**src/rtl/lamp_ctrl_exerciser.sv**
```systemverilog
// lamp_ctrl_exerciser: on-board stimulus and checker for the three-switch lamp
// controller. Sweeps {S3,S2,S1} through 000..111, holding each combination for
// DWELL cycles, samples F at dwell count SETTLE against odd parity, and reports
// a saturating mismatch count plus a registered pass flag.
//
// Optional build macro LAMP_EXERCISER_LOOP_EN: continuous-run mode. When start
// is high on the last cycle of step 7, the sweep wraps to step 0 without
// leaving RUN, done pulses for that cycle and err_cnt keeps accumulating.
//
// Handshake: start is a level request sampled only in IDLE; busy is high for
// the whole pass, done is a single-cycle pulse when a pass completes, and pass
// and err_cnt are valid from the edge that raises done.
//
// fsm_state exposes the controller state for debug and checker binding.

module lamp_ctrl_exerciser #(
   parameter int DWELL  = 50,
   parameter int SETTLE = 2
) (
   input  logic       clk,
   input  logic       rst_n,
   input  logic       start,
   input  logic       F,
   output logic       S1,
   output logic       S2,
   output logic       S3,
   output logic [2:0] step,
   output logic       busy,
   output logic       done,
   output logic       pass,
   output logic [3:0] err_cnt,
   output logic [1:0] fsm_state
);

   localparam int            CW         = $clog2(DWELL);
   localparam logic [CW-1:0] CNT_LAST   = CW'(DWELL - 1);
   localparam logic [CW-1:0] CNT_SETTLE = CW'(SETTLE);

   typedef enum logic [1:0] {
      ST_IDLE = 2'd0,
      ST_RUN  = 2'd1,
      ST_DONE = 2'd2
   } state_t;

   state_t        state;
   logic [CW-1:0] dwell_cnt;
   logic          mismatch;
   logic [3:0]    err_next;

   // F is judged against the parity of the switches currently being driven.
   assign mismatch = (state == ST_RUN) && (dwell_cnt == CNT_SETTLE) &&
                     (F != (S1 ^ S2 ^ S3));

   // Saturating count including this cycle's check, so a step-7 mismatch on
   // the final cycle still reaches the pass flag.
   assign err_next = (mismatch && (err_cnt != 4'hF)) ? err_cnt + 4'd1 : err_cnt;

   assign fsm_state = state;

   // Sequencer: IDLE -> RUN (eight dwell periods) -> DONE -> IDLE.
   always_ff @(posedge clk) begin
      if (!rst_n) begin
         state     <= ST_IDLE;
         dwell_cnt <= '0;
         step      <= 3'd0;
         S1        <= 1'b0;
         S2        <= 1'b0;
         S3        <= 1'b0;
         busy      <= 1'b0;
         done      <= 1'b0;
         pass      <= 1'b0;
         err_cnt   <= 4'd0;
      end else begin
         done <= 1'b0;
         case (state)
            ST_IDLE: begin
               if (start) begin
                  state     <= ST_RUN;
                  dwell_cnt <= '0;
                  step      <= 3'd0;
                  S1        <= 1'b0;
                  S2        <= 1'b0;
                  S3        <= 1'b0;
                  busy      <= 1'b1;
                  err_cnt   <= 4'd0;
               end
            end

            ST_RUN: begin
               err_cnt <= err_next;
               if (dwell_cnt == CNT_LAST) begin
                  dwell_cnt <= '0;
                  if (step == 3'd7) begin
                     // End of a sweep: publish the result and return the
                     // switches to 000 whether we wrap or stop.
                     pass <= (err_next == 4'd0);
                     done <= 1'b1;
                     step <= 3'd0;
                     S1   <= 1'b0;
                     S2   <= 1'b0;
                     S3   <= 1'b0;
`ifdef LAMP_EXERCISER_LOOP_EN
                     if (!start) begin
                        state <= ST_DONE;
                        busy  <= 1'b0;
                     end
`else
                     state <= ST_DONE;
                     busy  <= 1'b0;
`endif
                  end else begin
                     step <= step + 3'd1;
                     {S3, S2, S1} <= step + 3'd1;
                  end
               end else begin
                  dwell_cnt <= dwell_cnt + CW'(1);
               end
            end

            ST_DONE: begin
               state <= ST_IDLE;
            end

            default: begin
               state <= ST_IDLE;
               busy  <= 1'b0;
            end
         endcase
      end
   end

endmodule

```
**config.mk**
```make
export PLATFORM = sky130hd
export DESIGN_NAME = lamp_ctrl_exerciser
export DESIGN_NICKNAME = d
export VERILOG_FILES = /design/src/rtl/lamp_ctrl_exerciser.sv
export SDC_FILE = /design/constraint.sdc
export NUM_CORES = 1
export LEC_CHECK = 0
export BUFFER_PORTS_ARGS = -buffer_cell sky130_fd_sc_hd__buf_4
export CORE_MARGIN = 3
export CORE_UTILIZATION = 61
export CTS_BUF_LIST = sky130_fd_sc_hd__clkbuf_8
export CTS_CLUSTER_DIAMETER = 100
export DETAILED_ROUTE_END_ITERATION = 10
export PLACE_DENSITY = 0.85
export SLEW_MARGIN = 20
export SYNTH_ARGS = -nofsm -noshare
export SYNTH_HDL_FRONTEND = slang
export SYNTH_SLANG_ARGS = --single-unit
```
**constraint.sdc**
```tcl
create_clock -name clk -period 4.2 [get_ports clk]
set_input_delay 1.05 -clock clk [delete_from_list [all_inputs] [get_ports clk]]
set_output_delay 1.05 -clock clk [all_outputs]
set_load 0.03 [all_outputs]
```
==> results.md, run 1 <==
Setup path:
- The maximum fanout along the worst path is 5.
- At the worst endpoint, the arrival time is 2280 ps.
- The worst setup path is of the in -> reg kind.
- STA classifies the critical path startpoint as an input port.
- In this run the critical register-to-register path is launched from dwell_cnt[0].
- The internal reg-to-reg setup slack is 2310 ps.
- The delay of the slowest cell on the worst path is 390 ps.
- The critical path endpoint category is a flip-flop.
- The capture instance of the worst register-to-register path is S3.
- The required time at the worst-slack endpoint is between 4000 and 5000 ps.
- Walking the worst path, the cells encountered are buf_4, xor3_1, and3_4, o211a_1, o21a_1, a41o_1.
- On the critical path, the stage with the largest delay is an instance of xor3_1.
- The number of cells on the worst reg-to-reg path is 6.

Logic synthesis:
- By area the synthesized netlist is led by dfxtp_1 35%, ha_1 7.3%, nand2_1 3.6%.
- The proportion of synthesized flip-flops having asynchronous set or reset is 0%.
- The gate count of the mapped netlist is 114.
- A synthesized cell averages 9.02 um^2.
- The number of nets handed over by synthesis was 124.
- The number of synthesized flops with an enable pin is 0.
- The most used flip-flop cell after synthesis is dfxtp_1.
- The area share of the largest cell type after synthesis is 35.0%.
- The sequential share of the synthesized area is a little over a third.
- The netlist uses 40 different library cells.
- After synthesis the cells add up to between 1000 and 1500 um^2.
- dfxtp_1 takes more of the synthesized area than any other cell.
- For this run, the number of Yosys warnings is 0.
- Synthesis inferred 18 register bits.

STA:
- On the final layout, the worst clock skew is 4.99 ps.
- The worst path needs 2130 ps of the cycle, external delays included.
- Dividing the final minimum period by the clock period gives 50.7%.
- Setup repair after global routing left no endpoint under its margin.
- The count of endpoints failing hold in the final timing report is 0.
- The actual transition at the worst max-transition pin is 718 ps.
- The highest achievable clock rate is around 470 MHz.
- The number of pins with negative max-slew slack in the final report was 0.
- Setup slack closes at between 2000 and 2500 ps.
- The final-layout setup total negative slack is 0 ps.
- Measured against its own limit, the worst slew margin works out to 51.8%.
- Setup violations remaining at the end of the flow were counted as 0.

Die:
- The effective utilization at floorplan is 66.7%.
- The die outline area is 2210 um^2.
- The initialized floorplan defines 14 standard-cell rows.
- The horizontal die dimension is between 40 and 50 um.
- In this run the vertical extent of the chip is 47.1 um.
- The number of placed I/O pins is 19.
- The core region is roughly 1500 um^2.

Hold path:
- The number of cells on the worst hold path is 2.
- In this run the worst hold path is classified as reg -> reg.
- The end point of the worst hold path is err_cnt[1].
- The beginning of the worst hold path is err_cnt[1].

Job:
- The number of max-cap violations is 0.

Pwr:
- The clock network is responsible for 40.4% of the overall power.
- The switching fraction of total power is a little under a quarter.
- The power density over the cells is 293 nW/um^2.
- VDD sags by at most about 0.24 mV.
- The total power is about 0.35 mW.
- The sequential fraction of design power is between 40% and 50%.
- The design internal power is 0.272 mW.
- The net switching power is 0.0828 mW.
- In this run, the combinational gates consume 9.8% of the power.
- For this design the static power due to leakage is between 0.5 and 0.6 nW.

Drt:
- The initial detailed-routing violation count is 24.
- After detailed routing, the total wire length is about 2.2 mm.
- The first detailed-routing pass took 4 iterations.
- The via count of the routed design is slightly above 900.
- The count of nets left with antenna violations once routing finished came out at 0.
- The via-per-instance ratio is 6.19.
- After detailed routing, the average wire length per cell comes to 15.0 um.
- For this run, design rule violations remaining after detail routing come to 0.

Clock network:
- The hold buffer count at CTS is 0.
- TritonCTS built the clock tree.
- At the later pin of the worst-skew pair, clock insertion delay measures 260 ps.
- CTS built an H-tree with a depth of 1.
- The maximum root-to-sink buffer count is 2.
- The count of instances resized after the clock tree is built is 0.
- The number of clock sinks is 18.
- The clock buffer count from CTS is 3.
- Clock-pin slew was measured on the worst setup and hold paths at 70 ps.
- The number of buffers inserted by post-CTS setup repair is 0.
- The tree is rooted in a clkbuf_8.

Global routing:
- The aggregate global routing overflow is 0.
- Global routing consumed, over all layers together, 23.7% of the routing resources.
- The maximum number of pins on one net before global-route repair is 19.
- The number of global-route vias before repair is 829.
- The first-pass GRT wire length is 3.68 mm.
- The initial antenna violation count is 0.

Layout:
- The net count of the finished layout is 143.
- From synthesis to final layout, the design area changed by 17.9%.
- The antenna diode count is 0.
- The ratio of cells with drive above 1 in the final layout is between 20% and 30%.

Placed design:
- Once detailed placement completed, the half-perimeter wirelength came to 1.58 mm.
- The number of buffers inserted by port buffering is 18.
- The worst setup timing slack at the placement stage is 1810 ps.
- The placer congestion estimate is ~0.81.

Run status:
- The run finished with clean final reports.
-- metrics by stage --
| step | utilization (%) | hold WS (ps) | instance area, um^2 | instances |
|---|---|---|---|---|
| global route | 78.7 | 557 | 1210 | 148 |
| global placement | 75.1 | 489 | 1160 | 144 |
| finish | 78.7 | 528 | 1210 | 148 |
| floorplan | - | 541 | 1030 | 114 |
| CTS | 78.7 | 530 | 1210 | 148 |
| detailed placement | 75.1 | 507 | 1160 | 144 |
-- synthesized netlist by cell type (2+ instances only) --
cell / number
a21boi_1: 3
a21oi_1: 7
and2_1: 3
and3_1: 5
and3b_1: 2
buf_4: 3
dfxtp_1: 18
ha_1: 6
inv_1: 2
nand2_1: 10
nand2b_1: 3
nand3_1: 4
nand4_1: 2
nor2_1: 8
nor2b_1: 6
nor3_1: 2
nor3b_1: 2
o21a_1: 2
o21ai_0: 4
or3b_1: 2
-- registers in the layout, summed over array words and instances, names as in the netlist --
signal / cells
dwell_cnt: 6
err_cnt: 4
fsm_state: 2
step: 2
S3: 1
busy: 1
done: 1
pass: 1
-- power groups by stage --
stage,Sequential [mW],Combinational [mW],Clock (mW)
2_1_floorplan,0.183,0.0207,0
3_3_place_gp,0.180,0.0335,0
3_5_place_dp,0.180,0.0345,0
4_1_cts,0.177,0.0346,0.144
5_1_grt,0.177,0.0382,0.153
6_report,0.177,0.0346,0.143
-- placed cells by master (no fill, tap or decap), types with 2 or more instances in the layout --
| master | n |
|---|---|
| o21a_1 | 2 |
| or3b_1 | 2 |
| a21oi_1 | 7 |
| a21boi_1 | 3 |
| and3b_1 | 2 |
| dfxtp_1 | 18 |
| inv_1 | 2 |
| ha_1 | 6 |
| clkbuf_8 | 4 |
| nand3_1 | 4 |
| nand2b_1 | 3 |
| nand2_1 | 10 |
| nor3_1 | 2 |
| and2_1 | 3 |
| nand4_1 | 2 |
| nor2b_1 | 6 |
| o21ai_0 | 4 |
| nor2_1 | 8 |
| and3_1 | 5 |
| buf_4 | 18 |
| nor3b_1 | 2 |
-- worst max-delay path, delay by kind of cell --
family | cells | cell delay, ps
compound gates | 3 | 500
xor+xnor | 1 | 390
buf+inv | 1 | 110
simple gates | 1 | 230
-- routing by layer --
metal | vias up | GRT usage (%) | part of all wire [%]
met5 | - | 0 | 0
met4 | 0 | 8.84 | 1.9
met3 | 7 | 5.75 | 8.1
met2 | 40 | 39.8 | 47
met1 | 422 | 29.1 | 43
li1 | 447 | - | -
-- how the worst max path moves through the flow --
stage | startpoint | end | slack [ps]
finish | F | pass | 2070
global route | F | pass | 2040
CTS | F | pass | 2080
detailed placement | F | pass | 1810
global placement | F | pass | 1850
floorplan | F | pass | 1990
-- layout make-up --
cell class,count,area (um^2)
clock buffer,4,55.1
fill,126,329
inverter,2,7.51
multi-input combinational,90,634
sequential,18,360
tap,16,20.0
timing repair buffer,18,135
-- kinds of logic (layout without fill, tap and decap cells) --
logic type	Yosys count	in the layout	share of synthesized area [%]
AOI/OAI and AO/OA	28	28	19.2
xor gates and xnor gates	1	1	2.31
adders and majority gates	6	6	7.30
buffers and inverters	6	24	3.28
DFF	18	18	35.0
muxes	1	1	0.973
and+or+nand+nor	54	54	31.9
Note: power is estimated with default switching activity, not from simulation.
==> inputs of run 2 (changes only) <==
--- a/config.mk
+++ b/config.mk
@@ -7,11 +7,11 @@
 export LEC_CHECK = 0
 export BUFFER_PORTS_ARGS = -buffer_cell sky130_fd_sc_hd__buf_4
 export CORE_MARGIN = 3
-export CORE_UTILIZATION = 61
+export CORE_UTILIZATION = 51
 export CTS_BUF_LIST = sky130_fd_sc_hd__clkbuf_8
 export CTS_CLUSTER_DIAMETER = 100
 export DETAILED_ROUTE_END_ITERATION = 10
-export PLACE_DENSITY = 0.85
+export PLACE_DENSITY = 0.76
 export SLEW_MARGIN = 20
 export SYNTH_ARGS = -nofsm -noshare
 export SYNTH_HDL_FRONTEND = slang
==> constraint.sdc (replaced) <==
create_clock -name clk -period 1.8 [get_ports clk]
set_input_delay 0.45 -clock clk [delete_from_list [all_inputs] [get_ports clk]]
set_output_delay 0.45 -clock clk [all_outputs]
set_load 0.03 [all_outputs]
==> results.md, run 2 (synthesis gave the netlist of run 1 again) <==
Die:
- The initialized floorplan defines 15 standard-cell rows.
- The number of placed I/O pins is 19.
- The die covers 2590 um^2.
- The core region is 1820 um^2.
- Measured along the y axis, the die boundary spans 50.9 um.
- For this configuration, the core starts out at a cell density of 56.5%.
- The die is approximately 51 um wide.

Setup path:
- The category of cells accounting for the largest share of critical-path delay is compound AO/OA/AOI/OAI gates.
- The path type of the worst setup path is reg -> reg.
- STA puts the critical path data required time at 1940 ps.
- The signal on the critical path passes through ha_1, xor3_1, and3_4, o211a_1, o21a_1, a41o_1.
- Together, buffers and inverters on the worst path number 0.
- The maximum fanout along the worst path is 5.
- The delay of the slowest cell on the worst path is 340 ps.
- The kind of start point of the critical path is a flip-flop.
- The data arrival time of the worst path is about 1900 ps.
- The slowest stage of the critical path belongs to the cell dfxtp_2.
- The critical path endpoint category is a flip-flop.

STA:
- In the final timing run, aggregate negative setup slack is 0 ps.
- The final-layout worst hold slack is 523 ps.
- For the final database, setup skew stands at 2.03 ps.
- The max-slew headroom at the worst pin is between 70% and 80%.
- Subtracting the final worst setup slack from the clock period gives 1740 ps.
- The worst path uses 96.6% of the clock period.
- The total of endpoints with negative setup slack in the final report is 0.
- Timing would allow up to 575 MHz.
- The count of endpoints failing hold in the final timing report came to 0.
- Setup repair after global routing left no endpoint under its margin.
- The actual transition at the worst max-transition pin is 436 ps.
- The number of pins with negative max-slew slack in the final report is 0.

Clock network:
- In this run the post-CTS setup repair buffer count came out at 0.
- The maximum root-to-sink buffer count is 2.
- TritonCTS built the clock tree.
- The number of clock sinks is 18.
- In this run the number of H-tree levels came out at 1.
- The clock reaches the later pin of the worst-skew pair after 240 ps.
- The clock transition at the registers of the reported paths is 70 ps.
- In this run, CTS created clock tree buffers numbering 3.
- Clock tree synthesis selected as its root buffer the cell clkbuf_8.

Global routing:
- The first-pass GRT wire length is 3.55 mm.
- The aggregate global routing overflow is 0.
- The maximum number of pins on one net before global-route repair is 19.
- The number of global-route vias before repair is ~790.
- The initial antenna violation count is 0.
- Across every metal layer, demand over resource in global routing totals 17.7%.

Drt:
- The via-per-instance ratio is ~5.6.
- The average wire per cell in the routed design is 13.5 um.
- Before antenna repair, the detailed router went through 4 iterations.
- The remaining antenna violation count is 0.
- The first routing iteration left 20 violations.
- Across all layers, the routed design uses 901 vias.
- After detailed routing, the number of remaining DRC violations is 0.
- The wire length after detailed routing is 2.17 mm.

Layout:
- Counting flops per register, the top entry is dwell_cnt.
- The ratio of cells with drive above 1 in the final layout is 26.5%.
- The library cell used most frequently in the layout, excluding fill and tap cells, is buf_4.
- The antenna diode count is 0.
- The area overhead of the layout relative to synthesis is 22.1%.
- The finished layout holds approximately 160 standard cells, fillers aside.
- Leaving out fill and tap cells, the most frequent cells in the layout are 23 x buf_4, 15 x dfxtp_1, 10 x nand2_1, 8 x nor2_1, 7 x a21oi_1.
- The largest registers in the layout are dwell_cnt x6, err_cnt x4.
- The net count of the finished layout is about 150.
- For this run, the share of the core covered by cells in the final layout is 69.0%.
- The register with the most flip-flops in the layout has 6 of them.

Hold path:
- The path class of the lowest-slack min-delay path is in -> reg.

Job:
- The number of max-cap violations is 0.

Placed design:
- The total placed cells including tap cells is 158.
- The HPWL reported at the end of detailed placement is 1.63 mm.
- The number of buffers inserted by port buffering is 18.
- At the end of routability-driven placement, the weighted congestion stood at 0.766.

Pwr:
- In this run the static leakage power is ~0.58 nW.
- After layout, the design draws a total of 0.770 mW.
- The power density over the cells is 613 nW/um^2.
- The worst ir drop on vdd is between 0.5 and 0.6 mV.

Run status:
- The flow ran to the end, and the final reports show no timing, DRC or antenna violations.
run 2: changes by cell type in the layout (fill, tap and decap cells not counted), sizes merged:
| cell | delta |
|---|---|
| buf | +5 |
| clkbuf | -1 |
run 2: final cells by class:
type                            count  area, um^2
Multi-Input combinational cell     90         639
Fill cell                         146         564
Sequential cell                    18         364
Timing Repair Buffer               23         173
Clock buffer                        3        41.3
Tap cell                           25        31.3
Inverter                            2        7.51
run 2: worst paths after layout:
kind	start	to	slack [ps]	cells past startpoint
worst max-delay path	step[0]	pass	60	6
worst min-delay path	rst_n	fsm_state[0]	520	3
worst max register to register	step[0]	pass	60	6
worst min register to register	err_cnt[1]	err_cnt[1]	520	2
run 2: report_power, final:
group / switching [mW] / internal, mW / leakage, nW / total (mW)
clock network: 0.122 / 0.148 / 0.0216 / 0.270
logic: 0.0478 / 0.0413 / 0.410 / 0.0892
registers: 0.00618 / 0.404 / 0.147 / 0.411
run 2: worst min-delay path: stages:
cell and delay (ps):
buf_4 170, nand2_1 70, a31oi_1 30
run 2: repair_timing:
item / 4_1_cts / 5_1_grt
hold buffers: 0 / 0
setup endpoints to repair: 0 / 4
endpoints found under the hold margin: 0 / 0
resized for setup: 0 / 1
run 2: through the flow:
stage / setup WS (ps) / instance area [um^2]
after CTS: 33.1 / 1250
after detailed placement: 14.4 / 1210
after global routing: 5.87 / 1260
after global placement: 48.4 / 1210
final: 61.7 / 1260
after floorplan: 78.7 / 1030
run 2: layer usage:
| layer | global-route usage (%) | vias up | share of wire, % |
|---|---|---|---|
| met5 | 0 | - | 0 |
| met4 | 4.04 | 0 | 0.64 |
| met3 | 2.62 | 2 | 5.0 |
| met2 | 28.8 | 30 | 48 |
| met1 | 24.5 | 414 | 46 |
| li1 | - | 455 | - |
==> inputs of run 3 (changes only) <==
--- a/config.mk
+++ b/config.mk
@@ -6,9 +6,12 @@
 export NUM_CORES = 1
 export LEC_CHECK = 0
 export BUFFER_PORTS_ARGS = -buffer_cell sky130_fd_sc_hd__buf_4
+export CELL_PAD_IN_SITES_DETAIL_PLACEMENT = 1
+export CELL_PAD_IN_SITES_GLOBAL_PLACEMENT = 2
+export CORE_ASPECT_RATIO = 1.2
 export CORE_MARGIN = 3
-export CORE_UTILIZATION = 51
-export CTS_BUF_LIST = sky130_fd_sc_hd__clkbuf_8
+export CORE_UTILIZATION = 31
+export CTS_BUF_LIST = sky130_fd_sc_hd__clkbuf_4 sky130_fd_sc_hd__clkbuf_8
 export CTS_CLUSTER_DIAMETER = 100
 export DETAILED_ROUTE_END_ITERATION = 10
 export PLACE_DENSITY = 0.76
==> results.md, run 3 (synthesis gave the netlist of run 1 again) <==
Setup path:
- The maximum fanout along the worst path is 3.
- The required time at the worst-slack endpoint is ~2000 ps.
- STA classifies the critical path startpoint as a flip-flop.
- The critical path endpoint category is a flip-flop.
- The critical path in this run is classified as reg -> reg.
- For the worst setup path, the data arrival time is 1990 ps.

Global routing:
- Entering global routing, the biggest net connects 19 pins.
- The number of global-route vias before repair is 970.
- Summed over all layers, the global routing overflow is 0.
- The first global-routing pass estimated ~4.4 mm of wire.
- The initial antenna violation count is 0.
- The total track usage is ~14%.

Layout:
- In the layout the commonest cells are 29 x buf_4, 14 x dfxtp_1, 9 x nand2_1, 8 x nor2_1.
- The post-route non-filler standard cell count is between 150 and 200.
- The largest registers in the layout are dwell_cnt x6, err_cnt x4.
- At the end of the flow, the number of nets in the layout was around 150.
- In the final layout, the share of cells above drive strength 1 is between 30% and 40%.
- The repair_antennas step left the layout with diodes totalling 0.
- The area overhead of the layout relative to synthesis is 28.3%.
- The filler cells instantiated in the layout total 383.
- The register with the most flip-flops in the layout has 6 of them.
- Counting flops per register, the top entry is dwell_cnt.
- The most frequent standard cell in the layout excluding fill and tap cells is buf_4.
- The post-route standard cell area excluding fillers is 1320 um^2.

Clock network:
- The maximum level of the CTS H-tree is 1.
- The number of hold buffers added after CTS was 0.
- The clock buffer count from CTS is 3.
- The cell at the root of the clock tree is clkbuf_4.
- Clock-pin slew was measured on the worst setup and hold paths at 100 ps.
- The longest clock path from root to sink contains 2 buffers.
- The tree built by TritonCTS fans out to 18 sinks.
- The clock tree from TritonCTS is built.
- The clock reaches the later pin of the worst-skew pair after roughly 300 ps.

Placed design:
- At the end of routability-driven placement, the weighted congestion stood at 0.767.
- Once placement finished, the instance area stood at 1250 um^2.
- The HPWL reported at the end of detailed placement is 1.91 mm.
- The total placed cells including tap cells is 172.
- In this run the tool buffered the top-level ports with 18 buffer cells.

STA:
- The number of pins with negative max-slew slack in the final report came to 0.
- The count of endpoints failing hold in the final timing report was 0.
- The post-route clock skew is ~1.9 ps.
- The highest achievable clock rate is 558 MHz.
- Adding up every negative setup slack in the final design gives 0 ps.
- The final-layout worst hold slack is ~470 ps.
- Setup repair after global routing could not meet its margin everywhere.
- The total of endpoints with negative setup slack in the final report is 0.
- The clock period minus worst slack is 1790 ps.
- The max-slew headroom at the worst pin is 77.5%.
- At the pin with the least slew margin, the transition time is 336 ps.
- Dividing the final minimum period by the clock period gives 99.5%.

Drt:
- The wire length the detailed router placed on met1 is about 1.2 mm.
- In this run the remaining antenna-violating nets after routing total 0.
- Routed signal wires occupy layers up through met4.
- The final routed DRC violation total is 0.
- The initial detailed-routing violation count is 34.
- The final route contains roughly 960 vias.
- In the detailed route, the total length drawn on met3 is 109 um.
- Dividing the detail-routed wire length by the instance count gives 15.1 um.
- The routed design uses about 1.3 mm of met2 wire.
- The wire length after detailed routing is between 2 and 3 mm.
- The via-per-instance ratio is 5.38.
- The first detailed-routing pass took 4 iterations.

Die:
- The initial utilization of the core area, before any placement, comes to 33.1%.
- The horizontal die dimension is 58.6 um.
- The number of placed I/O pins is 19.
- From bottom edge to top edge, the die measures ~69 um.
- Row generation in the floorplan step produced 22 rows.
- The die outline area is 4050 um^2.
- The area of the core is 3110 um^2.

Pwr:
- Dividing total power by cell area gives a power density of 543 nW/um^2.
- The worst ir drop on vdd is 0.400 mV.
- The leakage component of the power is ~0.58 nW.
- The total power is 0.716 mW.

Job:
- The number of max-cap violations is 0.

Run status:
- The run finished with clean final reports.

Hold path:
- The tightest min-delay check is of the in -> reg type.
==> run 3: timing repair <==
action,4_1_cts,5_1_grt
gates resized for setup,0,7
setup endpoints to repair,0,2
buffers inserted,0,3
==> run 3: worst paths after layout <==
check        startpoint            to  slack, ps  cells past startpoint
max             step[1]          pass          9                      7
min               rst_n  fsm_state[0]        470                      3
max reg2reg     step[1]          pass          9                      7
min reg2reg  err_cnt[1]    err_cnt[1]        530                      2
==> run 3: final cells by class <==
| cell class | count | area (um^2) | share of cell area [%] |
|---|---|---|---|
| clock buffer | 3 | 22.5 | 1.71 |
| sequential | 18 | 370 | 28.1 |
| timing repair buffer | 29 | 218 | 16.5 |
| inverter | 2 | 7.51 | 0.569 |
| multi-input combinational | 90 | 657 | 49.8 |
| tap | 36 | 45.0 | 3.41 |
==> run 3: metal layers <==
layer | up-vias | GRT usage (%)
li1 | 469 | -
met1 | 464 | 16.6
met2 | 17 | 23.0
met3 | 7 | 1.87
met4 | 0 | 6.80
met5 | - | 0
==> run 3: report_power, final <==
part / switching (mW) / internal (mW) / leakage, nW / total, mW
Clock: 0.135 / 0.0782 / 0.0138 / 0.213
Combinational: 0.0510 / 0.0446 / 0.422 / 0.0956
Sequential: 0.00618 / 0.402 / 0.148 / 0.408
Total: 0.192 / 0.525 / 0.584 / 0.716
==> run 3: worst max-delay path, stage by stage (launching register included) <==
cell and delay (ps):
dfxtp_4 370, ha_4 240, xor3_1 400, buf_4 160
nand4_1 100, buf_4 130, nand2_2 50, a41o_1 250
==> run 3: stage by stage <==
stage	setup slack (ps)	util (%)
finish	9.42	42.4
global route	-44.8	42.4
CTS	26.2	40.8
detailed placement	-7.43	40.1
global placement	23.4	40.1
floorplan	78.7	-
